### src/rtl/child_dispatch_sequencer.sv
// Issues one start pulse at a time to NUM_CHILD children in index order, waiting
// for each child's done and aborting the whole sequence if any child times out.
module child_dispatch_sequencer #(
    parameter int NUM_CHILD      = 5,
    parameter int TIMEOUT_CYCLES = 255,
    parameter int CNT_W          = 8,
    parameter int IDX_W          = (NUM_CHILD > 1) ? $clog2(NUM_CHILD) : 1
) (
    input  logic                 clk,
    input  logic                 rst,
    input  logic                 start_i,
    output logic                 busy_o,
    output logic [NUM_CHILD-1:0] child_start_o,
    input  logic [NUM_CHILD-1:0] child_done_i,
    output logic [IDX_W-1:0]     active_idx_o,
    output logic                 done_o,
    output logic                 err_o,
    output logic [IDX_W-1:0]     err_idx_o
);

    localparam logic [1:0] S_IDLE   = 2'd0;
    localparam logic [1:0] S_ISSUE  = 2'd1;
    localparam logic [1:0] S_WAIT   = 2'd2;
    localparam logic [1:0] S_FINISH = 2'd3;

    localparam logic [IDX_W-1:0] LAST_IDX  = IDX_W'(NUM_CHILD - 1);
    localparam logic [CNT_W-1:0] TIMER_MAX = CNT_W'(TIMEOUT_CYCLES - 1);

    logic [1:0]           state_q, state_d;
    logic [IDX_W-1:0]     idx_q, idx_d;
    logic [CNT_W-1:0]     timer_q, timer_d;
    logic                 err_q, err_d;
    logic [IDX_W-1:0]     err_idx_q, err_idx_d;
    logic                 busy_q, busy_d;
    logic                 done_q, done_d;
    logic [NUM_CHILD-1:0] child_start_q, child_start_d;

    always_comb begin
        state_d   = state_q;
        idx_d     = idx_q;
        timer_d   = timer_q;
        err_d     = err_q;
        err_idx_d = err_idx_q;
        case (state_q)
            S_IDLE: begin
                if (start_i) begin
                    idx_d     = '0;
                    err_d     = 1'b0;
                    err_idx_d = '0;
                    state_d   = S_ISSUE;
                end
            end
            S_ISSUE: begin
                timer_d = '0;
                state_d = S_WAIT;
            end
            S_WAIT: begin
                // A done on the awaited child takes priority over the final timeout cycle.
                if (child_done_i[idx_q]) begin
                    if (idx_q == LAST_IDX) begin
                        state_d = S_FINISH;
                    end else begin
                        idx_d   = idx_q + 1'b1;
                        state_d = S_ISSUE;
                    end
                end else if (timer_q == TIMER_MAX) begin
                    err_d     = 1'b1;
                    err_idx_d = idx_q;
                    state_d   = S_FINISH;
                end else begin
                    timer_d = timer_q + 1'b1;
                end
            end
            S_FINISH: begin
                state_d = S_IDLE;
            end
            default: begin
                state_d = S_IDLE;
            end
        endcase
    end

    // Outputs are registered from the next state so they line up with the state they describe.
    always_comb begin
        busy_d        = (state_d != S_IDLE);
        done_d        = (state_d == S_FINISH);
        child_start_d = '0;
        if (state_d == S_ISSUE) begin
            child_start_d = NUM_CHILD'(1) << idx_d;
        end
    end

    always_ff @(posedge clk) begin
        if (rst) begin
            state_q       <= S_IDLE;
            idx_q         <= '0;
            timer_q       <= '0;
            err_q         <= 1'b0;
            err_idx_q     <= '0;
            busy_q        <= 1'b0;
            done_q        <= 1'b0;
            child_start_q <= '0;
        end else begin
            state_q       <= state_d;
            idx_q         <= idx_d;
            timer_q       <= timer_d;
            err_q         <= err_d;
            err_idx_q     <= err_idx_d;
            busy_q        <= busy_d;
            done_q        <= done_d;
            child_start_q <= child_start_d;
        end
    end

    assign busy_o        = busy_q;
    assign done_o        = done_q;
    assign err_o         = err_q;
    assign err_idx_o     = err_idx_q;
    assign active_idx_o  = idx_q;
    assign child_start_o = child_start_q;

endmodule

### config.mk
export PLATFORM = sky130hd
export DESIGN_NAME = child_dispatch_sequencer
export DESIGN_NICKNAME = d
export VERILOG_FILES = /design/src/rtl/child_dispatch_sequencer.sv
export SDC_FILE = /design/constraint.sdc
export NUM_CORES = 1
export LEC_CHECK = 0
export ABC_AREA = 1
export BUFFER_PORTS_ARGS = -buffer_cell sky130_fd_sc_hd__buf_2
export CORE_ASPECT_RATIO = 1.25
export CORE_MARGIN = 10
export CORE_UTILIZATION = 49
export CTS_CLUSTER_SIZE = 16
export DETAILED_ROUTE_END_ITERATION = 10
export PLACE_DENSITY = 0.74
export SYNTH_ARGS = -nofsm -noshare
export SYNTH_HDL_FRONTEND = slang
export SYNTH_SLANG_ARGS = --single-unit
### constraint.sdc
create_clock -name clk -period 1.4 [get_ports clk]
set_clock_uncertainty 0.1 [all_clocks]
set_input_delay 0.28 -clock clk [delete_from_list [all_inputs] [get_ports clk]]
set_output_delay 0.28 -clock clk [all_outputs]
set_load 0.01 [all_outputs]
Yosys cells after proc, flatten, opt, wreduce, memory -nomap -nowiden
Index checks and enable logic that the tools add are counted.

storage, ports and cells
  flip-flop bits (word level) = 24
  input bits = 8
  logic and storage cells = 53

cells by class
  $add $sub $neg = 2
  order comparisons = 1
  equal/unequal tests = 11
  shift operators = 1
  multiplexer cells = 22
  bitwise gates (word level) = 1
  reduce and logical (&&, ||, !) cells = 7

operator list
  cell                                                                          count
  3-bit 2-to-1 mux                                                              6
  8-bit 2-to-1 mux                                                              2
  8-bit case mux with 2 select lines                                            1
  3-bit case mux with 2 select lines                                            2
  8-bit by 1-bit adder with 8-bit output, second input constant                 1
  8-bit equality test, second input constant                                    1
  2-bit 2-to-1 mux                                                              4
  2-bit inequality test, second input constant                                  4
  2-bit case mux with 4 select lines                                            1
  2-bit equality test, second input constant                                    3
  2-bit nonzero test                                                            3
  1-bit by 3-bit left shift with 5-bit output, first input constant             1
  2-bit by 1-bit equality test with 1-bit output, second input constant         2
  3-bit by 4-bit less-than comparator with 1-bit output, second input constant  1
  1-bit 2-to-1 mux                                                              4
  4-bit AND reduction                                                           1
  3-bit by 1-bit adder with 3-bit output, second input constant                 1
  1-bit binary-select mux with 3-bit select                                     1
  3-bit equality test, second input constant                                    1
  3-bit AND reduction                                                           1
  2-bit zero test                                                               1
  1-bit case mux with 2 select lines                                            1
  2-bit OR reduction                                                            1
  1-bit NOT                                                                     1

Logic depth before layout (Yosys ltp)
  depth after elaboration = 7
  mapped depth = 12
  gate-level depth less buffers = 12

Worst setup path before layout
No wires, ideal clock.

  kind = reg2reg
  start = register idx_q[1] (netlist: active_idx_o[1])
  end = register child_start_q[2] (netlist: child_start_o[2])
  setup time = 0.064 ns
  arrival = 1.400 ns
  data required time = 1.236 ns
  path slack = -0.164 ns
  stages on the path, launching flop included = 11
  cell sequence = dfxtp_1 > inv_1 > ha_1 > nand2_1 > a21boi_1 > nand2_1 > nand3_1 > nand2_1 > inv_1 > nand2_1 > nor2_1

between the ends
  longest elaborated chain between the ends = 7
  elaborated cells on any way between the ends = 15

ends and longest elaborated chain
  item                                                                              RTL line  source
  start: declaration                                                                30        logic [IDX_W-1:0] idx_q, idx_d;
  start signal: assignment                                                          105       idx_q <= idx_d;
  1-bit binary-select mux with 3-bit select or 3-bit equality test (tied branches)  59, 60
  1-bit 2-to-1 mux (implied by the code) or 2-bit 2-to-1 mux (tied branches)        59, 60
  2-bit 2-to-1 mux                                                                  59        if (child_done_i[idx_q]) begin
  2-bit case mux with 4 select lines                                                44        case (state_q)
  2-bit by 1-bit equality test with 1-bit output                                    88        if (state_d == S_ISSUE) begin
  1-bit NOT (no source line)                                                        -
  2-bit OR reduction (no source line)                                               -
  end signal: assignment                                                            111       child_start_q <= child_start_d;
  end: declaration                                                                  36        logic [NUM_CHILD-1:0] child_start_q, child_start_d;

Parallel ways exist; a longest one is shown, timed or not. The select of a mux whose other input is x is not followed.
A chain may end at the register's enable or synchronous reset.

Worst setup path in the final report
  start = register idx_q[0] (netlist: active_idx_o[0])
  end = register child_start_q[4] (netlist: child_start_o[4])

The elaborated chain is that of the path after synthesis.

==> results.md <==
- Most used cell, CP: nand2_2
- EDFF count, synth: 0
- Yosys reg bits: 24
- Layout cell share with drive strength beyond 1: 55.0%
- Minimum clock period: 1.56 ns
- HP Class: in2reg
- Post-Syn Instances: 174
- Placed insts: 253
- Top_reg_cell synth: dfxtp_1
- Drt drc: 0
- Vias in the first global route: 1,297
- Post-synth top area share: 38.3%
- Synth warnings: 0
- Clock latency on the worst-skew pair: 0.32 ns
- Critical Path RT: 1.57 ns
- H-tree Lvls: 1
- Clock sinks: 24
- Final setup viols: 22
- Fmax: 0.641 GHz
- Startpoint types: flip-flop
- Routed Wire Length: 3.88 mm
- Syn nets: 186
- Synth area leaders: dfxtp_1 (38%), nand2_1 (14%), nor2_1 (8.1%)
- Largest net degree at the start of global routing: 18
- Antenna Cells: 0
- Initial antenna violation count: 0
- CP peak stage delay: 0.42 ns
- Total grt overflow: 0
- Worst vdd ir: 0.00105 V
- Fillers: 191
- Antenna Nets Post-Route: 0
- Mapped Area: 1250 µm²
- Fin crit share: 111%
- DIE AREA: 5000 µm²
- Fin worst setup slack: -0.159 ns
- Cts bufs inserted: 3
- Num ports: 22
- Pre-CTS WS: -0.140 ns
- Tightest Pin Transition: 0.262 ns
- Slew Viols, Final: 0
- DRT Pass-1 Iters: 4
- Vias per cell: 5.16
- Core ar.: 2450 µm²
- Worst path slowest cell: dfxtp_4
- Dpl hpwl: 2.54 mm
- Row Count: 20
- RSZ-0062 raised after global routing: true
- Max_cap viols: 0
- Async set-reset flop share out of synthesis: 0%
- CTS root buf: clkbuf_4
- Initial DRC count: 72
- Lkg Pwr: 0.830 nW
- Global Route Usage Sum: 13.1%
- Routed len/inst: 14.7 µm
- Die H: 76.6 µm
- Layout area overhead: 56.2%
- Crit path arrival time: 1.73 ns
- First-pass GRT wire length: 5.43 mm
- GPL Wtd Cong: 0.914
- Failing checks: negative setup slack
- CTS tree: yes
- Worst Setup Path Type: reg2reg
- Pwr Density: 747 nW/µm²
- Cell accounting for the most synthesized area: dfxtp_1
- Final Hold Viols: 0
- Post-route insts no fill: 264
- Outcome: complete, but fails checks
- Cell Chain, Critical Path: inv_8 -> nand2_4 -> nand3_2 -> nand3_4 -> nand3_1 -> nand2_2 -> inv_2 -> nand2_2 -> nor2_2 -> nand2_1 -> nor2_1
- Most frequent cell after synthesis: nand2_1
- Die W: 65.3 µm
- Initial Util: 51.2%
- Post-synthesis sequential area ratio: 38.3%
- Layout Nets: 244
- Util after Layout: 79.9%
- CP endpoint kind: flip-flop
- Via count: 1,362
- Netlist cell types: 29
- Max clock buf depth: 2
- CTS Hold Bufs: 0
- Commonest cells post-synth: nand2_1 (47), nor2_1 (27), dfxtp_1 (24), inv_1 (13), a21oi_1 (12)
- Port Buf Inserts: 21
- Reg clk slew, reported paths: 0.14 ns
- Slew headroom: 82.4%
- CP Max Fanout: 6
- Average cell area after synthesis: 7.21 µm²
## layer usage
layer / vias up / part of all wire, % / GRT usage (%)
li1: 672 / - / -
met1: 645 / 36 / 12.8
met2: 35 / 57 / 26.6
met3: 10 / 4.1 / 2.79
met4: 0 / 2.7 / 1.50
met5: - / 0 / 0
## worst max-delay path, delay by kind of cell, from the launching register on
| family | cells | cell delay [ns] |
|---|---|---|
| AND/OR/NAND/NOR | 9 | 0.81 |
| buffers and inverters | 2 | 0.17 |
| flip-flops | 1 | 0.42 |
## worst paths after layout
check        cells after the start               end  slack [ns]             from
max                             11  child_start_o[4]       -0.16  active_idx_o[0]
min                              4        state_q[0]        0.18              rst
max reg2reg                     11  child_start_o[4]       -0.16  active_idx_o[0]
min reg2reg                      2      err_idx_o[0]        0.37     err_idx_o[0]
## final cells by class
cell class / instances / area, µm² / area share, %
multi-input cells: 131 / 917 / 46.8
well taps: 33 / 41.3 / 2.11
inverters: 17 / 85.1 / 4.34
clock buffers: 4 / 47.5 / 2.43
flip-flops and latches: 24 / 493 / 25.1
repair buffers: 55 / 377 / 19.2
## placed cells by master (no fill, tap or decap), types with 2 or more instances in the layout
master,netlist,final
nand3_1,10,7
nand3_2,3,5
nand2_1,47,30
a21oi_1,12,10
buf_4,1,32
clkbuf_4,0,3
nand3_4,1,2
nand2_4,3,9
buf_2,0,21
dfxtp_2,0,4
nor2_1,27,21
a21oi_2,1,3
nor2_2,3,4
inv_2,2,6
nand4_1,3,3
xnor2_1,2,2
inv_1,13,7
dfxtp_1,24,18
xor2_1,2,2
nand2_2,4,14
nor2_4,0,5
ha_4,0,3
dfxtp_4,0,2
nand2_8,0,2
inv_8,0,2
## where the power goes
| part | switching, mW | leakage, nW | internal, mW | total (mW) |
|---|---|---|---|---|
| Clock | 0.217 | 0.0261 | 0.218 | 0.435 |
| Combinational | 0.185 | 0.606 | 0.136 | 0.321 |
| Sequential | 0.0122 | 0.198 | 0.697 | 0.709 |
| Total | 0.414 | 0.830 | 1.05 | 1.47 |
## stage by stage
step | area (µm²) | hold WS (ns) | setup TNS (ns) | power [mW]
2_1_floorplan | 1320 | 0.371 | -0.114 | 0.856
3_3_place_gp | 1670 | 0.351 | -0.730 | 0.947
3_5_place_dp | 1670 | 0.354 | -1.22 | 0.952
4_1_cts | 1750 | 0.160 | -1.22 | 1.38
5_1_grt | 1960 | 0.190 | -3.92 | 1.52
6_report | 1960 | 0.179 | -2.06 | 1.47
## logic make-up after synthesis
family	after synthesis	share of synthesized area [%]
simple gates	105	40.7
compound gates	17	7.88
flops	24	38.3
fa+ha+maj	4	3.99
buf+inv	20	6.38
xor+xnor	4	2.79
## repair_timing
action / 4_1_cts / 5_1_grt
endpoints found under the setup margin: 20 / 23
cloned: 0 / 1
resized for setup: 8 / 44
buffers inserted: 1 / 6
pin swaps: 8 / 22
## registers in the layout, indices dropped and copies added, names as in the netlist
| register | flops |
|---|---|
| state_q | 2 |
| err_o | 1 |
| err_idx_o | 3 |
| active_idx_o | 3 |
| busy_o | 1 |
| done_o | 1 |
| timer_q | 8 |
| child_start_o | 5 |
(Power assumes the default switching activity.)
